==> config.mk <==
export PLATFORM = sky130hd
export DESIGN_NAME = count_evt_logger_flat
export DESIGN_NICKNAME = d
export VERILOG_FILES = /design/src/rtl/count_evt_logger_if.sv /design/src/rtl/count_evt_logger.sv /design/src/flat_wrapper.sv
export SDC_FILE = /design/constraint.sdc
export NUM_CORES = 1
export LEC_CHECK = 0
export ABC_AREA = 1
export ABC_CLOCK_PERIOD_IN_PS = 1500
export BUFFER_PORTS_ARGS = -buffer_cell sky130_fd_sc_hd__buf_2
export CORE_AREA = 3 3 88 90
export DETAILED_ROUTE_END_ITERATION = 6
export DIE_AREA = 0 0 91 93
export GPL_TIMING_DRIVEN = 0
export MAX_ROUTING_LAYER = met4
export PLACE_DENSITY = 0.57
export SLEW_MARGIN = 15
export SYNTH_ARGS = -nofsm -noshare
export SYNTH_HDL_FRONTEND = slang
export SYNTH_SLANG_ARGS = --single-unit
==> constraint.sdc <==
create_clock -name clk -period 1.5 [get_ports clk]
set_input_delay 0.075 -clock clk [delete_from_list [all_inputs] [get_ports clk]]
set_output_delay 0.075 -clock clk [all_outputs]
set_load 0.005 [all_outputs]
==> src/rtl/count_evt_logger_if.sv <==
// rtl/count_evt_logger_if.sv - event stream bundle between the logger and its consumer
//
// Purpose: carries the head-of-FIFO event record and its valid/ready handshake.
// Signals:
//   evt_valid  logger -> consumer  head event presented
//   evt_ready  consumer -> logger  consumer accepts head event
//   evt_data   logger -> consumer  {type[1:0], count[WIDTH-1:0]}
interface count_evt_logger_if #(
   parameter int WIDTH = 4
);
   logic             evt_valid;
   logic             evt_ready;
   logic [WIDTH+1:0] evt_data;

   modport master (
      output evt_valid,
      output evt_data,
      input  evt_ready
   );

   modport slave (
      input  evt_valid,
      input  evt_data,
      output evt_ready
   );
endinterface

==> src/rtl/count_evt_logger.sv <==
// rtl/count_evt_logger.sv - counter event detector with event FIFO, wrap counter and threshold flag
//
// Purpose: watches an upstream counter, detects MAX/ZERO rising edges and threshold
// hits, queues one event record per cycle in a small FIFO, counts wrap-arounds and
// reports whether the count is above a threshold.
// Ports:
//   clk, rst        clock, asynchronous active-high reset
//   count_in        counter value from the upstream stage
//   max_count_in    upstream all-ones flag
//   zero_in         upstream zero flag
//   thresh          threshold for crossing detection / above_thresh compare
//   thresh_en       enables threshold events
//   clr             synchronous clear of FIFO, wrap_cnt, evt_overflow, prev_ok
//   evt_if          event stream (master): evt_valid, evt_data out, evt_ready in
//   evt_overflow    sticky: an event was dropped on a full FIFO
//   wrap_cnt        saturating count of wrap-arounds
//   above_thresh    registered (count_in > thresh)
module count_evt_logger #(
   parameter int WIDTH = 4,
   parameter int DEPTH = 4
) (
   input  logic                      clk,
   input  logic                      rst,
   input  logic [WIDTH-1:0]          count_in,
   input  logic                      max_count_in,
   input  logic                      zero_in,
   input  logic [WIDTH-1:0]          thresh,
   input  logic                      thresh_en,
   input  logic                      clr,
   count_evt_logger_if.master        evt_if,
   output logic                      evt_overflow,
   output logic [7:0]                wrap_cnt,
   output logic                      above_thresh
);

   localparam int AW = $clog2(DEPTH);
   localparam int DW = WIDTH + 2;
   localparam logic [AW-1:0] PTR_ONE  = AW'(1);
   localparam logic [AW:0]   CNT_ONE  = (AW+1)'(1);
   localparam logic [AW:0]   CNT_FULL = (AW+1)'(DEPTH);
   localparam logic [1:0]    TYPE_ZERO   = 2'b00;
   localparam logic [1:0]    TYPE_MAX    = 2'b01;
   localparam logic [1:0]    TYPE_THRESH = 2'b10;

   logic [WIDTH-1:0] prev_count_q, prev_count_d;
   logic             prev_max_q, prev_max_d;
   logic             prev_zero_q, prev_zero_d;
   logic             prev_ok_q, prev_ok_d;
   logic [AW-1:0]    wr_ptr_q, wr_ptr_d;
   logic [AW-1:0]    rd_ptr_q, rd_ptr_d;
   logic [AW:0]      occ_q, occ_d;
   logic             overflow_q, overflow_d;
   logic [7:0]       wrap_cnt_q, wrap_cnt_d;
   logic             above_q, above_d;
   logic [DW-1:0]    mem_q [DEPTH];
   logic [DW-1:0]    mem_d [DEPTH];

   logic             max_hit, zero_hit, thr_hit, wrap_hit;
   logic             evt_hit, push, pop, full, push_ok;
   logic [1:0]       evt_type;

   // Event detection; every source is gated by prev_ok so the first sample after
   // reset/clr only seeds the history registers.
   always_comb begin
      max_hit  = prev_ok_q && max_count_in && !prev_max_q;
      zero_hit = prev_ok_q && zero_in && !prev_zero_q;
      thr_hit  = prev_ok_q && thresh_en && (count_in == thresh) && (prev_count_q != thresh);
      wrap_hit = prev_ok_q &&
                 (((prev_count_q == {WIDTH{1'b1}}) && (count_in == '0)) ||
                  ((prev_count_q == '0) && (count_in == {WIDTH{1'b1}})));
      evt_hit  = max_hit || zero_hit || thr_hit;
      // Fixed priority MAX > ZERO > THRESH; lower-priority hits are simply not recorded.
      if (max_hit) begin
         evt_type = TYPE_MAX;
      end else if (zero_hit) begin
         evt_type = TYPE_ZERO;
      end else begin
         evt_type = TYPE_THRESH;
      end
      full    = (occ_q == CNT_FULL);
      push    = !clr && evt_hit;
      pop     = !clr && (occ_q != '0) && evt_if.evt_ready;
      // A pop on the same edge frees the head slot, so a full FIFO can still accept.
      push_ok = push && (!full || pop);
   end

   always_comb begin
      prev_count_d = count_in;
      prev_max_d   = max_count_in;
      prev_zero_d  = zero_in;
      prev_ok_d    = !clr;
      above_d      = (count_in > thresh);
      wr_ptr_d     = wr_ptr_q;
      rd_ptr_d     = rd_ptr_q;
      occ_d        = occ_q;
      overflow_d   = overflow_q;
      wrap_cnt_d   = wrap_cnt_q;
      mem_d        = mem_q;

      if (clr) begin
         wr_ptr_d   = '0;
         rd_ptr_d   = '0;
         occ_d      = '0;
         overflow_d = 1'b0;
         wrap_cnt_d = 8'd0;
      end else begin
         if (push_ok) begin
            mem_d[wr_ptr_q] = {evt_type, count_in};
            wr_ptr_d        = wr_ptr_q + PTR_ONE;
         end
         if (pop) begin
            rd_ptr_d = rd_ptr_q + PTR_ONE;
         end
         case ({push_ok, pop})
            2'b10:   occ_d = occ_q + CNT_ONE;
            2'b01:   occ_d = occ_q - CNT_ONE;
            default: occ_d = occ_q;
         endcase
         if (push && !push_ok) begin
            overflow_d = 1'b1;
         end
         if (wrap_hit && (wrap_cnt_q != 8'hFF)) begin
            wrap_cnt_d = wrap_cnt_q + 8'd1;
         end
      end
   end

   always_ff @(posedge clk or posedge rst) begin
      if (rst) begin
         prev_count_q <= '0;
         prev_max_q   <= 1'b0;
         prev_zero_q  <= 1'b0;
         prev_ok_q    <= 1'b0;
         wr_ptr_q     <= '0;
         rd_ptr_q     <= '0;
         occ_q        <= '0;
         overflow_q   <= 1'b0;
         wrap_cnt_q   <= 8'd0;
         above_q      <= 1'b0;
      end else begin
         prev_count_q <= prev_count_d;
         prev_max_q   <= prev_max_d;
         prev_zero_q  <= prev_zero_d;
         prev_ok_q    <= prev_ok_d;
         wr_ptr_q     <= wr_ptr_d;
         rd_ptr_q     <= rd_ptr_d;
         occ_q        <= occ_d;
         overflow_q   <= overflow_d;
         wrap_cnt_q   <= wrap_cnt_d;
         above_q      <= above_d;
      end
   end

   // Storage needs no reset: entries are only visible while occupancy covers them.
   always_ff @(posedge clk) begin
      mem_q <= mem_d;
   end

   assign evt_if.evt_valid = (occ_q != '0);
   assign evt_if.evt_data  = (occ_q != '0) ? mem_q[rd_ptr_q] : '0;
   assign evt_overflow     = overflow_q;
   assign wrap_cnt         = wrap_cnt_q;
   assign above_thresh     = above_q;

endmodule

==> src/flat_wrapper.sv <==
// flat-port wrapper written by rule: the top's interface ports become plain ports
module count_evt_logger_flat 
#(
   parameter int WIDTH = 4,
   parameter int DEPTH = 4
)
  (clk, rst, count_in, max_count_in, zero_in, thresh, thresh_en, clr, evt_overflow, wrap_cnt, above_thresh, evt_if_evt_valid, evt_if_evt_data, evt_if_evt_ready);
  count_evt_logger_if #(.WIDTH(WIDTH)) evt_if_i ();
  input  logic clk;
  input  logic rst;
  input  logic [WIDTH-1:0] count_in;
  input  logic max_count_in;
  input  logic zero_in;
  input  logic [WIDTH-1:0] thresh;
  input  logic thresh_en;
  input  logic clr;
  output logic evt_overflow;
  output logic [7:0] wrap_cnt;
  output logic above_thresh;
  output wire logic [$bits(evt_if_i.evt_valid)-1:0] evt_if_evt_valid;
  output wire logic [$bits(evt_if_i.evt_data)-1:0] evt_if_evt_data;
  input wire logic [$bits(evt_if_i.evt_ready)-1:0] evt_if_evt_ready;
  assign evt_if_evt_valid = evt_if_i.evt_valid;
  assign evt_if_evt_data = evt_if_i.evt_data;
  assign evt_if_i.evt_ready = evt_if_evt_ready;
  count_evt_logger #(.WIDTH(WIDTH), .DEPTH(DEPTH)) u_core (.clk(clk), .rst(rst), .count_in(count_in), .max_count_in(max_count_in), .zero_in(zero_in), .thresh(thresh), .thresh_en(thresh_en), .clr(clr), .evt_if(evt_if_i), .evt_overflow(evt_overflow), .wrap_cnt(wrap_cnt), .above_thresh(above_thresh));
endmodule
==> results of run 1 <==
power by group:
part	switching [mW]	internal, mW	total, mW	leakage (nW)
Sequential	0.0369	1.43	1.47	0.526
Combinational	0.280	0.208	0.488	0.929
Clock	0.455	0.495	0.950	0.0558
layout by cell type, fill, tap and decap left out, types with 3 or more instances in the layout:
master         synthesis  layout
nand4_1                6       6
nand3_4                1       4
xor2_1                 4       4
buf_4                  0      29
buf_2                  0      31
nor2_2                 0       3
dlygate4sd3_1          0       6
inv_1                 26      17
dfrtp_2                0       3
o21ai_1                3       3
dfrtp_1               24      21
o21ai_0               14      14
inv_2                  3      11
nand3_1                8       7
nor2_1                40      33
nand2_1               57      38
ha_1                   9       8
nand2_4                2       8
edfxtp_1              24      24
nand2_2                2      14
nor2_4                 2       6
a21oi_1               10       5
clkbuf_8               0       5
a21oi_2                1       5
state kept, by name, indices dropped and copies added, names as in the netlist:
| signal | count |
|---|---|
| u_core.wrap_cnt | 8 |
| u_core.mem_q | 24 |
| u_core.prev_count_q | 4 |
| u_core.evt_overflow | 1 |
| u_core.prev_zero_q | 1 |
| u_core.rd_ptr_q | 2 |
| u_core.occ_q | 3 |
| u_core.wr_ptr_q | 2 |
| u_core.prev_max_q | 1 |
| u_core.prev_ok_q | 1 |
| u_core.above_thresh | 1 |
metal layers:
layer / routed length (um) / vias to the layer above / track usage (%)
met4: 72 / 0 / 4.648
met2: 2745 / 30 / 22.38
met5: 0 / - / -
met3: 196 / 7 / 2.655
met1: 2558 / 925 / 17.23
li1: - / 993 / -
repair_timing:
action                     CTS  global route
cloned                       1             0
gates resized for setup     29            41
setup endpoints to repair   41            42
hold endpoints to repair     6             0
pin swaps                   11            18
setup buffers               13            16
hold buffers                 6             0
worst reg2reg max path, delay by kind of cell, from the launching register on:
family / cells / cell delay (ns)
DFF: 1 / 0.43
adders and majority gates: 1 / 0.37
buffers and inverters: 2 / 0.14
and+or+nand+nor: 7 / 0.63
final cells by class:
cell class / count / area share, %
clock inverters: 3 / 1.270
clock buffers: 5 / 2.054
plain buffers: 3 / 0.7842
flip-flops and latches: 48 / 39.54
well taps: 99 / 3.697
multi-input cells: 177 / 35.88
repair buffers: 66 / 12.92
inverters: 30 / 3.846
through the flow:
step	std cells	setup WS, ns	TNS (ns)	power, mW
after global routing	431	-0.2371	-3.959	3.033
after CTS	415	-0.1501	-3.019	2.841
after detailed placement	387	-0.7107	-16.63	1.824
after global placement	387	-0.6825	-15.87	1.814
after floorplan	257	-0.1520	-2.886	1.695
final	431	-0.1758	-1.101	2.904
final timing paths:
path                            slack [ns]  cells past startpoint                  end                 from
max in group asynchronous             0.85                      2     u_core.prev_ok_q                  rst
worst min-delay path                 -0.02                      2   u_core.rd_ptr_q[0]                  rst
worst max-delay path                 -0.18                     10      u_core.occ_q[2]      u_core.occ_q[0]
min in group clk                      0.06                      1      u_core.mem_q[8]          count_in[2]
worst min register to register        0.52                      2  u_core.evt_overflow  u_core.evt_overflow
worst max register to register       -0.18                     10      u_core.occ_q[2]      u_core.occ_q[0]
kinds of logic (layout without fill, tap and decap cells):
| kind of cell | Yosys count | after routing | share of synthesized area (%) |
|---|---|---|---|
| fa+ha+maj | 10 | 10 | 5.484 |
| compound gates | 32 | 32 | 8.071 |
| flops | 48 | 48 | 54.63 |
| buf+inv | 33 | 107 | 5.328 |
| xor+xnor | 5 | 5 | 1.811 |
| simple gates | 129 | 130 | 24.68 |
==> results.txt, run 1 <==
Outcome = complete, but fails checks
Failing checks = hold timing, setup timing
Register area = 1325 um2
Largest cells by area after synthesis = edfxtp_1 30%, dfrtp_1 25%, nand2_1 8.8%
Power Dens Cells = 866.6 nW/um2
Static Leakage = 1.511 nW
Root buf cell = clkbuf_8
I/O Pins = 32
Via density = 4.536
DIE AREA = 8463 um2
Setup ws final = -0.1758 ns
Starting Density = 33.89%
Highest clock rate = 0.5967 GHz
Avg WL per Cell = 12.93 um
GPL Wtd Cong = 0.8060
Initial DRC count = 85
CP bufs+invs = 2
Area growth from synthesis to layout = 38.54%
Fill cell total of the finished layout = 700
Fin util = 46.95%
Worst-path cell chain = inv_2 > nand3_4 > nand2_4 > nor2_4 > nand3_4 > inv_2 > fa_2 > nand3b_1 > nand3_1 > nand2_1
Worst EP arrival = 1.88 ns
Worst hold-check path type = input port to async pin
Multi-input logic area = 1202 um2
Clock-pin transition on the worst setup and hold timing paths = 0.10 ns
Total number of vias = 1955
Drt drc = 0
Routed Antenna Nets = 0
CP max stage delay = 0.43 ns
Worst-case clock buffer depth = 2
Final instance area = 3351 um2
Clock sinks = 48
Sequential fraction of the synthesis area = 54.63%
Crit end category = flop
Synth async-reset ratio = 50.00%
Initial antenna violation count = 0
Drt pass-1 iters = 4
Count of cell types in the netlist = 33
Final Critical Period = 1.676 ns
Main synth FF type = edfxtp_1
FF+latch count, synth = 48
Worst-skew pair later-pin latency = 0.31 ns
CTS tree = yes
Worst Tran Pin Value = 0.9832 ns
Die X-Extent = 91 um
Crit share post-route = 111.7%
Overall die height = 93 um
Final nets = 356
Ant diodes = 0
Vias in the first global route = 1895
Clock skew = 0.01345 ns
CTS buffer count = 5
Max_slew headroom = 34.38%
Top-area cell type share of the netlist area = 29.80%
# setup viols final = 39
Port-buffer cells = 31
Largest net degree at the start of global routing = 25
RSZ-0062 raised after global routing = true
Number of H-tree levels = 2
Synth area leader = edfxtp_1
Crit path max-delay cell type = dfrtp_1
Global-route wire length before repair = 8976 um
Total grt overflow = 0
Critical path peak fanout = 3
Share of cells above drive strength 1 = 40.96%
Worst EP required = 1.71 ns
Syn_area_per_cell = 9.411 um2
Setup CP Type = flop to flop
Final Max Slew Viols = 0
MaxCap Viol Count = 0
Synthesized area = 2419 um2
Core box area = 7137 um2
Number of synthesized flops with an enable pin = 24
Post-DP Area = 2725 um2
DPL Wire Length = 3548 um
Gr usage total = 13.72%
WHS = -0.01637 ns
Peak VDD IR = 0.0004091 V
Hold Fails Final Rpt = 24
Top cells by count, synth = 57 x nand2_1, 40 x nor2_1, 26 x inv_1, 24 x dfrtp_1, 24 x edfxtp_1
Crit-path leading delay family = simple AND/OR/NAND/NOR gates
WL final = 5573 um
CP startpoint kind = flop
Post-Syn Instances = 257
FP Rows = 31
Synth warn = 0
Count leader, synth = nand2_1
Syn Nets = 282
Power figures use the tool's default switching activity.
==> run 2: changes to the inputs <==
--- a/config.mk
+++ b/config.mk
@@ -7,7 +7,7 @@
 export LEC_CHECK = 0
 export ABC_AREA = 1
 export ABC_CLOCK_PERIOD_IN_PS = 1500
-export BUFFER_PORTS_ARGS = -buffer_cell sky130_fd_sc_hd__buf_2
+export BUFFER_PORTS_ARGS = -buffer_cell sky130_fd_sc_hd__buf_4
 export CORE_AREA = 3 3 88 90
 export DETAILED_ROUTE_END_ITERATION = 6
 export DIE_AREA = 0 0 91 93
==> run 2 against run 1 <==
  * The run ends with setup timing left
  * Wire length is 2.6% higher
  * Cell area is 1.3% lower
  * Die area stayed put
  * Hold slack better by 0.018 ns
  * Via count is 2.5% lower
  * Worst setup slack worse by 0.021 ns
  * Cell count is 1.9% lower
  * Utilization is 0.61 points lower
  * Clock-buffer cell count stayed put
  * Critical path depth is 2 lower
  * First-iteration DRC count is 32% lower
  * Register-to-register slack worse by 0.02 ns
==> results.txt, run 2 (synthesis results as in run 1) <==
Failing checks = setup timing
Clock skew = 0.007586 ns (-0.005860 ns)
Worst-path cell chain = nand2_2 > nor2_4 > a31oi_4 > buf_4 > buf_12 > nand2_8 > nand2_8 > nor2_4
Die X-Extent = 91 um (unchanged)
Overall die height = 93 um (unchanged)
Routed Antenna Nets = 0 (unchanged)
Worst-skew pair later-pin latency = 0.31 ns (about the same)
Worst-case clock buffer depth = 2 (unchanged)
Initial DRC count = 58 (-32%)
Peak VDD IR = 0.0003583 V (-12%)
Total grt overflow = 0 (unchanged)
Avg WL per Cell = 13.51 um (+4.5%)
Setup CP Type = flop to flop
WHS = 0.001229 ns (+0.01760 ns)
Ant diodes = 0 (unchanged)
Drt pass-1 iters = 4 (unchanged)
Starting Density = 33.89% (unchanged)
Crit share post-route = 113.1% (+1.4 points)
Total number of vias = 1906 (-2.5%)
Met3 usage = 2.735% (+0.080 points)
Commonest non-fill, non-tap cell in the layout = nand2_1
Via density = 4.506 (-0.66%)
Port-buffer cells = 31 (unchanged)
CTS tree = yes
WL final = 5716 um (+2.6%)
Core box area = 7137 um2 (unchanged)
Hold Fails Final Rpt = 0 (-100%)
Worst EP arrival = 1.69 ns (-0.19 ns)
MaxCap Viol Count = 0 (unchanged)
Worst EP required = 1.50 ns (-0.21 ns)
FP Rows = 31 (unchanged)
Final instance area = 3307 um2 (-1.3%)
RSZ-0062 raised after global routing = true
CP max stage delay = 0.43 ns (about the same)
Worst hold-check path type = input port to async pin
Crit path max-delay cell type = dfrtp_2
Largest net degree at the start of global routing = 25 (unchanged)
Area growth from synthesis to layout = 36.73%
Crit-path leading delay family = simple AND/OR/NAND/NOR gates
GPL Wtd Cong = 0.7956 (-1.3%)
DIE AREA = 8463 um2 (unchanged)
Met1 usage = 17.26% (+0.028 points)
CP startpoint kind = flop
Vias in the first global route = 1959 (+3.4%)
Fill cell total of the finished layout = 710 (+1.4%)
Dpl cells = 387 (unchanged)
Worst Tran Pin Value = 0.9988 ns (+0.01562 ns)
Biggest register = u_core.mem_q
CP bufs+invs = 2 (unchanged)
Initial antenna violation count = 0 (unchanged)
Largest register FFs = 24 (unchanged)
Critical path peak fanout = 6 (+3)
DPL Wire Length = 3674 um (+3.6%)
Highest clock rate = 0.5893 GHz (-1.3%)
Crit end category = flop
Post-DP Area = 2803 um2 (+2.8%)
Final Critical Period = 1.697 ns (+0.02127 ns)
Global-route wire length before repair = 9342 um (+4.1%)
Global route hottest layer = met2
Clock sinks = 48 (unchanged)
Drt drc = 0 (unchanged)
Max_slew headroom = 33.34% (-1.0 points)
Gr usage total = 14.36% (+0.65 points)
Setup ws final = -0.1970 ns (-0.02127 ns)
Final nets = 348 (-2.2%)
Outcome = complete, but fails checks
Commonest non-fill, non-tap cells in the layout = 55 x nand2_1, 48 x buf_4, 34 x nor2_1
Power Dens Cells = 887.9 nW/um2 (+2.5%)
Clock-pin transition on the worst setup and hold timing paths = 0.09 ns (about the same)
CTS buffer count = 5 (unchanged)
Grt met2 use = 24.10% (+1.7 points)
I/O Pins = 32 (unchanged)
# setup viols final = 37 (-5.1%)
Root buf cell = clkbuf_8
Final Max Slew Viols = 0 (unchanged)
Number of H-tree levels = 2 (unchanged)
Share of cells above drive strength 1 = 31.79% (-9.2 points)
Finished Layout Cells = 423 (-1.9%)
Static Leakage = 1.460 nW (-3.4%)
[run 2: cell count changes in the layout (fill, tap and decap cells not counted), sizes merged]
cell      change
inv           +1
clkbuf        +2
buf          -10
clkinvlp      +1
clkinv        -2
[run 2: layout make-up]
type / count / area, um2 / area share, %
Multi-Input combinational cell: 177 / 1105 / 33.41
Tap cell: 99 / 123.9 / 3.746
Inverter: 30 / 121.4 / 3.670
Clock inverter: 3 / 46.29 / 1.400
Clock buffer: 5 / 68.82 / 2.081
Buffer: 3 / 32.53 / 0.9837
Timing Repair Buffer: 58 / 485.5 / 14.68
Sequential cell: 48 / 1324 / 40.03
[run 2: routing by layer]
metal / routed length (um) / part of all wire (%) / vias up
li1: - / - / 976
met1: 2568 / 45 / 880
met2: 2851 / 50 / 39
met3: 188 / 3.3 / 11
met4: 108 / 1.9 / 0
met5: 0 / 0 / -
[run 2: timing repair]
item,CTS,global route
resized for setup,41,5
pin swaps,10,11
gates cloned,2,0
endpoints found under the setup margin,41,43
setup buffers,15,5
hold endpoints to repair,6,0
hold buffers,6,0
[run 2: report_power, final]
part           total, mW  switching, mW  internal (mW)
logic              0.492          0.265          0.226
registers           1.46         0.0354           1.43
clock network      0.980          0.477          0.503
total               2.94          0.778           2.16
[run 2: worst register-to-register path, stage by stage (launching register included)]
cell,delay [ns]
dfrtp_2,0.43
nand2_2,0.08
nor2_4,0.11
a31oi_4,0.07
buf_4,0.17
buf_12,0.12
nand2_8,0.09
nand2_8,0.08
nor2_4,0.23
[run 2: path summary, 6_finish.rpt]
path                                startpoint                      to  slack, ns  cells past startpoint
setup / recovery              u_core.prev_ok_q        u_core.mem_q[22]      -0.20                      8
hold / removal                             rst  u_core.prev_count_q[0]      0.001                      2
setup reg to reg              u_core.prev_ok_q        u_core.mem_q[22]      -0.20                      8
hold reg to reg            u_core.evt_overflow     u_core.evt_overflow       0.54                      2
max in group asynchronous                  rst        u_core.prev_ok_q       0.82                      2
min in group clk                   count_in[2]         u_core.mem_q[2]       0.01                      1
[run 2: metrics by stage]
stage               util [%]  worst slack, ns  total power [mW]  TNS [ns]
finish                 46.34          -0.1970             2.936    -4.931
global route           46.34          -0.2793             3.087    -9.820
CTS                    45.35          -0.1811             2.941    -2.430
detailed placement     39.27          -0.6565             1.854    -15.59
global placement       39.27          -0.6589             1.842    -15.15
floorplan                  -          -0.1520             1.695    -2.886
==> run 3: changes to the inputs <==
--- a/config.mk
+++ b/config.mk
@@ -8,12 +8,13 @@
 export ABC_AREA = 1
 export ABC_CLOCK_PERIOD_IN_PS = 1500
 export BUFFER_PORTS_ARGS = -buffer_cell sky130_fd_sc_hd__buf_4
-export CORE_AREA = 3 3 88 90
+export CORE_AREA = 3 3 94 96
+export CTS_CLUSTER_DIAMETER = 50
 export DETAILED_ROUTE_END_ITERATION = 6
-export DIE_AREA = 0 0 91 93
+export DIE_AREA = 0 0 97 99
 export GPL_TIMING_DRIVEN = 0
 export MAX_ROUTING_LAYER = met4
-export PLACE_DENSITY = 0.57
+export PLACE_DENSITY = 0.52
 export SLEW_MARGIN = 15
 export SYNTH_ARGS = -nofsm -noshare
 export SYNTH_HDL_FRONTEND = slang
==> run 3 against run 2 <==
  * The run still ends with setup timing left
  * Cell count up 2.1%
  * Utilization is 5.5 points lower
  * Via count grew 0.89%
  * Sequential share of layout area is 0.17 points lower
  * Hold slack worse by 0.00098 ns
  * Critical path depth rose by 4
  * Worst setup slack gained 0.062 ns
  * Clock skew fell by 0.0021 ns
  * First-iteration DRC count increased by 5.2%
  * Clock power shrank 1%
  * Cell area increased by 0.42%
  * Highest routed layer unchanged
  * Combinational power up 0.8%
==> results.txt, run 3 (synthesis results as in run 1) <==
Outcome = complete, but fails checks
Failing checks = setup timing
Largest register FFs = 24 (unchanged)
WHS = 0.0002447 ns (-0.0009846 ns)
Final Max Slew Viols = 0 (unchanged)
CP max stage delay = 0.41 ns (-0.02 ns)
Ant diodes = 0 (unchanged)
Grt met2 use = 19.43% (-4.7 points)
Crit share post-route = 109.0% (-4.1 points)
Fill cell total of the finished layout = 797 (+12%)
Port-buffer cells = 31 (unchanged)
MaxCap Viol Count = 0 (unchanged)
FP Rows = 33 (+6.5%)
Worst-path cell chain = inv_2 > nand2_1 > nand2_1 > nor2_1 > nand2_1 > nand2_4 > nand3_4 > inv_2 > fa_2 > nand3b_1 > nand3_1 > nand2_1
Total number of vias = 1923 (+0.89%)
Gr usage total = 12.13% (-2.2 points)
Highest clock rate = 0.6115 GHz (+3.8%)
Via density = 4.451 (-1.2%)
Static Leakage = 1.462 nW (+0.12%)
Most frequent CP cell = nand2_1
Worst-skew pair later-pin latency = 0.30 ns (about the same)
Hold Fails Final Rpt = 0 (unchanged)
RSZ-0062 raised after global routing = true
Core box area = 8134 um2 (+14%)
Overall die height = 99 um (+6.5%)
Final Critical Period = 1.635 ns (-0.06165 ns)
Max_slew headroom = 34.31% (+0.97 points)
Global-route wire length before repair = 8942 um (-4.3%)
Critical path peak fanout = 3 (-3)
Largest net degree at the start of global routing = 25 (unchanged)
DIE AREA = 9603 um2 (+13%)
Drt drc = 0 (unchanged)
Clock skew = 0.005480 ns (-0.002106 ns)
Routed Antenna Nets = 0 (unchanged)
Clock sinks = 48 (unchanged)
Drt pass-1 iters = 4 (unchanged)
CTS tree = yes
Worst EP arrival = 1.84 ns (+0.15 ns)
Share of cells above drive strength 1 = 33.94% (+2.2 points)
Initial antenna violation count = 0 (unchanged)
# setup viols final = 40 (+8.1%)
Number of H-tree levels = 2 (unchanged)
CTS buffer count = 5 (unchanged)
Power Dens Cells = 882.2 nW/um2 (-0.64%)
I/O Pins = 32 (unchanged)
Final nets = 351 (+0.86%)
Avg WL per Cell = 12.98 um (-4.0%)
Area growth from synthesis to layout = 37.30%
Global route hottest layer = met2
Starting Density = 29.73% (-4.2 points)
Met3 usage = 2.194% (-0.54 points)
Worst-case clock buffer depth = 2 (unchanged)
CP startpoint kind = flop
Met1 usage = 15.44% (-1.8 points)
Commonest non-fill, non-tap cells in the layout = 53 x nand2_1, 53 x buf_4, 35 x nor2_1
GPL Wtd Cong = 0.8063 (+1.3%)
Biggest register = u_core.mem_q
Die X-Extent = 97 um (+6.6%)
Worst hold-check path type = input port to async pin
Total grt overflow = 0 (unchanged)
WL final = 5606 um (-1.9%)
Peak VDD IR = 0.0003385 V (-5.5%)
Initial DRC count = 61 (+5.2%)
Clock-pin transition on the worst setup and hold timing paths = 0.10 ns (about the same)
Worst Tran Pin Value = 0.9842 ns (-0.01460 ns)
Root buf cell = clkbuf_8
DPL Wire Length = 3631 um (-1.2%)
Setup TNS = -1.441 ns (+3.491 ns)
Setup ws final = -0.1354 ns (+0.06165 ns)
Crit path max-delay cell type = dfrtp_1
Worst EP required = 1.70 ns (+0.20 ns)
Setup CP Type = flop to flop
Crit end category = flop
Vias in the first global route = 1823 (-6.9%)
[run 3: worst paths after layout]
check	start	to	slack (ns)	depth (start not counted)
setup / recovery	u_core.prev_count_q[1]	u_core.occ_q[2]	-0.14	12
hold / removal	rst	u_core.wrap_cnt[7]	0.0002	2
setup reg to reg	u_core.prev_count_q[1]	u_core.occ_q[2]	-0.14	12
hold reg to reg	u_core.evt_overflow	u_core.evt_overflow	0.52	2
max in group asynchronous	rst	u_core.prev_ok_q	0.84	2
min in group clk	count_in[2]	u_core.mem_q[2]	0.01	1
[run 3: routing by layer]
| metal | wire [um] | vias to the layer above |
|---|---|---|
| met4 | 76 | 0 |
| met3 | 198 | 6 |
| met2 | 2732 | 30 |
| met1 | 2598 | 897 |
| li1 | - | 990 |
| met5 | 0 | - |
[run 3: critical path: cells and delay by family (launching register included)]
family                     cells  cell delay [ns]
DFF                            1             0.41
and+or+nand+nor                9             0.69
buffers and inverters          2             0.11
adders and majority gates      1             0.32
[run 3: final cells by class]
cell class | instances | area [um2] | share of cell area [%]
flip-flops and latches | 48 | 1324 | 39.86
clock inverters | 3 | 46.29 | 1.394
multi-input cells | 177 | 1111 | 33.46
repair buffers | 61 | 489.2 | 14.73
clock buffers | 5 | 68.82 | 2.072
inverters | 30 | 123.9 | 3.730
well taps | 105 | 131.4 | 3.956
plain buffers | 3 | 26.28 | 0.7913
[run 3: report_power, final]
| part | internal (mW) | switching [mW] | leakage, nW |
|---|---|---|---|
| Clock | 0.503 | 0.466 | 0.0548 |
| Sequential | 1.43 | 0.0362 | 0.528 |
| Combinational | 0.230 | 0.266 | 0.879 |
[run 3: timing repair]
item                                    4_1_cts  5_1_grt
setup buffers                                20        4
endpoints found under the setup margin       41       44
gates cloned                                  0        1
resized for setup                            29       19
hold endpoints to repair                      6        0
hold buffers                                  6        0
pin swaps                                    12        9
[run 3: per-stage QoR]
| stage | setup slack (ns) | power [mW] | cells | utilization (%) | cell area, um2 |
|---|---|---|---|---|---|
| CTS | -0.1373 | 2.943 | 427 | 39.95 | 3249 |
| global route | -0.2303 | 3.078 | 432 | 40.82 | 3321 |
| finish | -0.1354 | 2.929 | 432 | 40.82 | 3321 |
| floorplan | -0.1520 | 1.695 | 257 | - | 2446 |
| global placement | -0.6732 | 1.847 | 393 | 34.55 | 2810 |
| detailed placement | -0.6752 | 1.855 | 393 | 34.55 | 2810 |
